==> src/rtl/shift_seq_pkg.sv <==
// Shared types and constants for the multi-cycle shift sequencer and its 1-bit shifter datapath.
package shift_seq_pkg;

    localparam int WIDTH = 16;
    localparam int CNT_W = 4;

    typedef enum logic [1:0] {
        IDLE  = 2'd0,
        SHIFT = 2'd1,
        DONE  = 2'd2
    } state_e;

    localparam logic [1:0] SH_PASS = 2'b00;
    localparam logic [1:0] SH_LSL  = 2'b01;
    localparam logic [1:0] SH_LSR  = 2'b10;
    localparam logic [1:0] SH_ASR  = 2'b11;

endpackage

==> src/rtl/shifter.sv <==
// Single-step shifter datapath: one bit of LSL/LSR/ASR, or pass-through.
module shifter
    import shift_seq_pkg::*;
(
    input  logic [WIDTH-1:0] in,
    input  logic [1:0]       shift,
    output logic [WIDTH-1:0] sout
);

    always_comb begin
        sout = in;
        case (shift)
            SH_LSL:  sout = {in[WIDTH-2:0], 1'b0};
            SH_LSR:  sout = {1'b0, in[WIDTH-1:1]};
            SH_ASR:  sout = {in[WIDTH-1], in[WIDTH-1:1]};
            default: sout = in;
        endcase
    end

endmodule

==> src/rtl/shift_sequencer.sv <==
// Iterates the 1-bit shifter once per clock to shift a 16-bit operand by 0-15 positions.
// Optional: SHIFT_SEQ_EARLY_EXIT_EN finishes as soon as the accumulator reaches a fixed point.
module shift_sequencer
    import shift_seq_pkg::*;
(
    input  logic             clk,
    input  logic             reset,
    input  logic             start,
    input  logic [WIDTH-1:0] in,
    input  logic [1:0]       shift,
    input  logic [CNT_W-1:0] amount,
    output logic             busy,
    output logic             done,
    output logic [WIDTH-1:0] result
);

    state_e             state_reg, state_next;
    logic [WIDTH-1:0]   acc_reg, acc_next;
    logic [CNT_W-1:0]   cnt_reg, cnt_next;
    logic [1:0]         op_reg, op_next;
    logic [WIDTH-1:0]   result_reg;
    logic [WIDTH-1:0]   sout;

    shifter u_shifter (
        .in    (acc_reg),
        .shift (op_reg),
        .sout  (sout)
    );

    always_comb begin
        state_next = state_reg;
        acc_next   = acc_reg;
        cnt_next   = cnt_reg;
        op_next    = op_reg;
        case (state_reg)
            IDLE: begin
                if (start) begin
                    acc_next   = in;
                    op_next    = shift;
                    cnt_next   = amount;
                    state_next = (amount == '0) ? DONE : SHIFT;
                end
            end
            SHIFT: begin
                acc_next = sout;
                cnt_next = cnt_reg - CNT_W'(1);
                if (cnt_reg == CNT_W'(1)) begin
                    state_next = DONE;
                end
`ifdef SHIFT_SEQ_EARLY_EXIT_EN
                if (sout == acc_reg) begin
                    state_next = DONE;
                end
`endif
            end
            DONE:    state_next = IDLE;
            default: state_next = IDLE;
        endcase
    end

    // result is loaded on entry to DONE so it is already valid while done is high
    always_ff @(posedge clk or posedge reset) begin
        if (reset) begin
            state_reg  <= IDLE;
            acc_reg    <= '0;
            cnt_reg    <= '0;
            op_reg     <= SH_PASS;
            result_reg <= '0;
        end else begin
            state_reg <= state_next;
            acc_reg   <= acc_next;
            cnt_reg   <= cnt_next;
            op_reg    <= op_next;
            if (state_next == DONE) begin
                result_reg <= acc_next;
            end
        end
    end

    assign busy   = (state_reg != IDLE);
    assign done   = (state_reg == DONE);
    assign result = result_reg;

endmodule

==> config.mk <==
export PLATFORM = sky130hd
export DESIGN_NAME = shift_sequencer
export DESIGN_NICKNAME = d
export VERILOG_FILES = /design/src/rtl/shift_seq_pkg.sv /design/src/rtl/shifter.sv /design/src/rtl/shift_sequencer.sv
export SDC_FILE = /design/constraint.sdc
export NUM_CORES = 1
export LEC_CHECK = 0
export ABC_CLOCK_PERIOD_IN_PS = 3550
export BUFFER_PORTS_ARGS = -buffer_cell sky130_fd_sc_hd__clkbuf_2
export CAP_MARGIN = 20
export CORE_MARGIN = 2
export CORE_UTILIZATION = 45
export DETAILED_ROUTE_END_ITERATION = 12
export PLACE_DENSITY = 0.72
export SLEW_MARGIN = 10
export SYNTH_ARGS = -nofsm -noshare
export SYNTH_HDL_FRONTEND = slang
export SYNTH_SLANG_ARGS = --single-unit
==> constraint.sdc <==
create_clock -name clk -period 3.55 [get_ports clk]
set_input_delay 0.71 -clock clk [delete_from_list [all_inputs] [get_ports clk]]
set_output_delay 0.71 -clock clk [all_outputs]
set_load 0.02 [all_outputs]
# Yosys cells after proc, flatten, opt, wreduce, memory -nomap -nowiden
# Cells that the tools add are included.
classes:
  n_eq_ne: 8
  mux: 9
  n_reduce_logical: 6
  n_addsub: 1
op_table:
  columns: ["op", "n"]
  rows:
  - ["$pmux 16 s3", 1]
  - ["$pmux 16 s2", 1]
  - ["$mux 16", 1]
  - ["$eq 2x2->1 const B", 4]
  - ["$pmux 4 s2", 1]
  - ["$mux 2", 3]
  - ["$eq 2x1->1 const B", 2]
  - ["$eq 4x1->1 const B", 1]
  - ["$logic_not 4->1", 1]
  - ["$mux 4", 1]
  - ["$pmux 2 s2", 1]
  - ["$reduce_and 2->1", 2]
  - ["$reduce_bool 2->1", 2]
  - ["$sub 4x1->4 const B", 1]
  - ["$logic_not 2->1", 1]
  - ["$ne 2x2->1 const B", 1]
word_totals:
  reg_bits: 40
  elab_cells: 29
  out_inout_bits: 18

# Longest topological paths before layout
depth:
  depth_word: 5
  ltp_mapped: 7
  mapped_depth_nobuf: 6

# By module
# Synthesis repeated with hierarchy kept, for this count alone.
hier_totals:
  hier_cells: 235
  area_unflattened_um2: 2297.2
modules_own_cells:
  columns: ["module", "instances", "seq_area_each_um2", "cells_each", "area_each_um2"]
  rows:
  - ["shift_sequencer", 1, 1001.0, 184, 1941.9]
  - ["shifter", 1, 0.0, 51, 355.3]

# Worst setup path after synthesis
# OpenSTA, ideal clock, no wires.
synth_timing:
  kind: "input to register"
  startpoint: "input start"
  endpoint: "register result_reg[0] (netlist: result[0])"
  path_stages: 5
  setup_slack_ns: 1.647
  setup_time_ns: 0.125
  arrival_time_ns: 1.779
  cell_sequence: "buf_4 > nor3b_4 > a22oi_2 > inv_2 > mux2_2"
synth_via:
  elab_chain_len: 3
synth_rtl:
  columns: ["item", "line_no", "text"]
  rows:
  - ["start: declaration", "shift_sequencer.sv:8", "input logic start,"]
  - ["$mux 2", "shift_sequencer.sv:37", "if (start) begin"]
  - ["$pmux 2 s2", "shift_sequencer.sv:35", "case (state_reg)"]
  - ["named net state_next[1]", "shift_sequencer.sv:17", "state_e state_reg, state_next;"]
  - ["$eq 2x2->1", "shift_sequencer.sv:74", "if (state_next == DONE) begin"]
  - ["end signal: assignment", "shift_sequencer.sv:75", "result_reg <= acc_next;"]
  - ["end: declaration", "shift_sequencer.sv:21", "logic [WIDTH-1:0] result_reg;"]
# The timed path passes the listed nets, and every way through them passes these cells.
# A chain may end at the register's enable or synchronous reset.

# Worst setup path in the final report
layout_timing:
  startpoint: "register state_reg[1]"
  endpoint: "output busy"
layout_via:
  elab_chain_len: 1
layout_rtl:
  columns: ["item", "line_no", "text"]
  rows:
  - ["start: declaration", "shift_sequencer.sv:17", null]
  - ["start signal: assignment", "shift_sequencer.sv:70", "state_reg <= state_next;"]
  - ["$reduce_bool 2->1", "shift_sequencer.sv:80", "assign busy = (state_reg != IDLE);"]
  - ["end: declaration", "shift_sequencer.sv:12", "output logic busy,"]
# No other way between the ends.

==> Flow_metrics.wiki <==
{| class="wikitable"
! Metric !! Value
|-
| Buffers inserted by post-CTS timing repair || 0
|-
| Clock tree from TritonCTS || built
|-
| Final critical delay including setup and external delays || 2.38 ns
|-
| Top library cells by usage in the layout, fill and taps aside || 42 x sky130_fd_sc_hd__clkbuf_2, 40 x sky130_fd_sc_hd__dfrtp_1, 26 x sky130_fd_sc_hd__o22ai_1
|-
| Type of the worst setup path || reg2out
|-
| Buffer and inverter count on the worst path || 2
|-
| DIE HEIGHT || 71.2 um
|-
| Final net count || 257
|-
| Compound-gate portion of the synthesized area || around a quarter
|-
| Number of antenna violations at the first check in global routing || 0
|-
| Total of cells resized after clock tree synthesis || 0
|-
| CTS Sinks || 40
|-
| Hold wc startpoint || result[5]$_DFFE_PP0N_
|-
| Via count of the first global-routing pass || 1546
|-
| Wire length reported by the detailed router || 4640 um
|-
| Share of the clock period used by the worst path after layout || 66.9%
|-
| Slowest-stage cell, CP || sky130_fd_sc_hd__dfrtp_1
|-
| Dpl hpwl || 3180 um
|-
| Final sum of negative setup slack || 0 ns
|-
| Post-Synth Adder-Cell Area || 1.23%
|-
| RSZ-0062 raised after global routing || false
|-
| Total number of yosys warnings || 0
|-
| Count of max-cap constraint violations || 0
|-
| FF-to-FF path depth || 4
|-
| IO Count || 43
|-
| Number of design rule violations left after detail routing || 0
|-
| Final Max Tran Viols || 0
|-
| Dominant combinational cell family by area after synthesis || compound AO/OA/AOI/OAI gates
|-
| Largest net degree at the start of global routing || 41
|-
| Worst Hold Path Cells || 2
|-
| Routed length per instance || approximately 16 um
|-
| Total Die Area || 5060 um2
|-
| Post-synthesis xor/xnor area fraction || 0.432%
|-
| Total via count after detailed routing || 1658
|-
| Effective utilization at floorplan || 46.6%
|-
| Chain of cells forming the critical path || inv_1 -> nand2_1 -> clkbuf_2
|-
| Post-synthesis register bit count || 40
|-
| Setup-failing EPs final || 0
|-
| Layout cells sized above 1 || between 30% and 40%
|-
| Area of the mapped netlist || 2030 um2
|-
| Number of cells produced by synthesis || 190
|-
| Starting DRT DRC Count || 111
|-
| Clock skew after layout || 0.00854 ns
|-
| Least setup slack across all paths after layout || between 1 and 1.5 ns
|-
| Antenna diodes || 0
|-
| Width of the die || ~70 um
|-
| Top_reg_cell synth || sky130_fd_sc_hd__dfrtp_1
|-
| Pin slew with the least headroom to its limit || roughly 0.56 ns
|-
| Maximum vdd ir drop || 0.360 mV
|-
| Fraction of the yosys area taken by sequential cells || 49.3%
|-
| DRT antenna net count || 0
|-
| Worst-case setup slack after placement || around 1.4 ns
|-
| Simple-gate area share of the yosys netlist || 12.5%
|-
| Worst Setup SP || state_reg[1]$_DFF_PP0_
|-
| Synth unique cells || 43
|-
| GP Congestion || 0.765
|-
| Clock buffer depth || 2
|-
| GR Util All Layers || 19.2%
|-
| Post-cts hold buffer count || 0
|-
| Final number of hold-violating endpoints || 0
|-
| Slew headroom || a little over three fifths
|-
| Nets in the synthesized netlist || 217
|-
| Pre-Repair DR Iteration Count || 4
|-
| Top cell family by delay on the critical path || flip-flops
|-
| First-pass GRT wire length || between 7000 and 8000 um
|-
| Final cell utilization of the core || 54.5%
|-
| Worst R2R Start || state_reg[0]$_DFF_PP0_
|-
| Total congestion overflow || 0
|-
| Clock transition at path regs || 0.08 ns
|-
| Type of the tightest min-delay check || reg2reg
|-
| Peak Freq || about 420 MHz
|-
| Total number of H-tree levels || 2
|-
| WP depth || 3
|-
| Floorplan core area || 4350 um2
|-
| Power density relative to cell area || about 1000 nW/um2
|-
| Most common library cell in the layout ignoring fill and taps || sky130_fd_sc_hd__clkbuf_2
|-
| Largest stage delay, worst path || 0.61 ns
|-
| Cell chosen for the clock root || sky130_fd_sc_hd__clkbuf_8
|-
| Count of standard-cell rows || 24
|-
| Count of flip-flops with a built-in enable after synthesis || 0
|-
| Vias per cell || 5.86
|-
| Async set-reset flop share out of synthesis || 100%
|-
| Startpoint kind of the worst setup timing path || register
|-
| Arrival @ worst endpoint || 1.67 ns
|-
| Leakage power || roughly 0.0011 uW
|-
| Worst Path Max Fanout || 17
|-
| Required time of the critical path || 2.84 ns
|-
| Post-synthesis mux area share || 4.44%
|-
| Insertion delay to the later sink of the worst-skew pair || 0.30 ns
|-
| Result of the run || finished, final reports clean
|-
| Area growth from synthesis to layout || 17.0%
|-
| CTS Buf Count || 5
|-
| Number of port buffers || between 40 and 50
|-
| Worst setup EP type || primary output
|-
| Avg Inst Size Synth || between 10 and 15 um2
|}
## tightest hold or removal path, cell delays in order, from the launching register on
cell and delay (ns):
sky130_fd_sc_hd__dfrtp_1 0.34, sky130_fd_sc_hd__nand2_1 0.06, sky130_fd_sc_hd__o31ai_2 0.05
## cell usage after synthesis (2+ instances only)
cell                        n  area, um2
sky130_fd_sc_hd__o21ai_1    4       20.0
sky130_fd_sc_hd__o31ai_1    2       15.0
sky130_fd_sc_hd__nand2b_1   4       25.0
sky130_fd_sc_hd__nand2_1   19       71.3
sky130_fd_sc_hd__o31ai_2    9        113
sky130_fd_sc_hd__buf_4      6       45.0
sky130_fd_sc_hd__a221oi_1   5       43.8
sky130_fd_sc_hd__ha_1       2       25.0
sky130_fd_sc_hd__and4bb_1   2       25.0
sky130_fd_sc_hd__nor3_1     2       10.0
sky130_fd_sc_hd__inv_1      9       33.8
sky130_fd_sc_hd__clkbuf_1   3       11.3
sky130_fd_sc_hd__mux2_1     3       33.8
sky130_fd_sc_hd__a21oi_1   17       85.1
sky130_fd_sc_hd__o22ai_1   26        163
sky130_fd_sc_hd__o21ai_0    3       15.0
sky130_fd_sc_hd__a31oi_1    3       18.8
sky130_fd_sc_hd__dfrtp_1   40       1000
sky130_fd_sc_hd__or3b_2     3       26.3
sky130_fd_sc_hd__mux2_4     3       45.0
sky130_fd_sc_hd__nor2_1     3       11.3
## routing by layer
layer	routed length [um]	track usage, %	vias up
met4	79	6.29	0
met2	2120	28.7	56
met5	0	0	-
met3	265	4.84	8
li1	-	-	798
met1	2180	27.4	796
## metrics by stage
step	instance area (um2)	hold slack, ns	cells	power, uW
floorplan	2030	0.530	190	1720
global placement	2250	0.462	275	1960
detailed placement	2250	0.471	275	1980
CTS	2370	0.489	283	2400
global route	2370	0.508	283	2560
finish	2370	0.483	283	2390
## kinds of logic (layout without fill, tap and decap cells)
kind of cell,after synthesis,in the layout
simple gates,43,43
compound gates,76,76
xor+xnor,1,1
buf+inv,21,62
mux,7,7
fa+ha+maj,2,2
flops,40,40
## area by class of cell
type                       instances  area (um2)
clock buffer                       7        96.3
clock inverter                     1        30.0
fill                             390        1980
inverter                          10        37.5
multi-input combinational        129         918
sequential                        40        1000
tap                               52        65.1
timing repair buffer              44         225
## path summary, 6_finish.rpt
check                                    endpoint  slack (ns)
max reg2reg                 acc_reg[11]$_DFF_PP0_        1.64
max                                          busy        1.17
min in group asynchronous  result[14]$_DFFE_PP0N_        0.50
min reg2reg                 result[5]$_DFFE_PP0N_        0.48
max in group asynchronous    acc_reg[3]$_DFF_PP0_        2.69
min                         result[5]$_DFFE_PP0N_        0.48
## power by group
part,total [uW],leakage [uW],switching [uW],internal [uW]
logic,1080,0.000536,633,451
registers,902,0.000471,222,680
clock network,406,0.0000645,158,248
total,2390,0.00107,1010,1380
No activity file was read; power rests on OpenSTA's default activity.
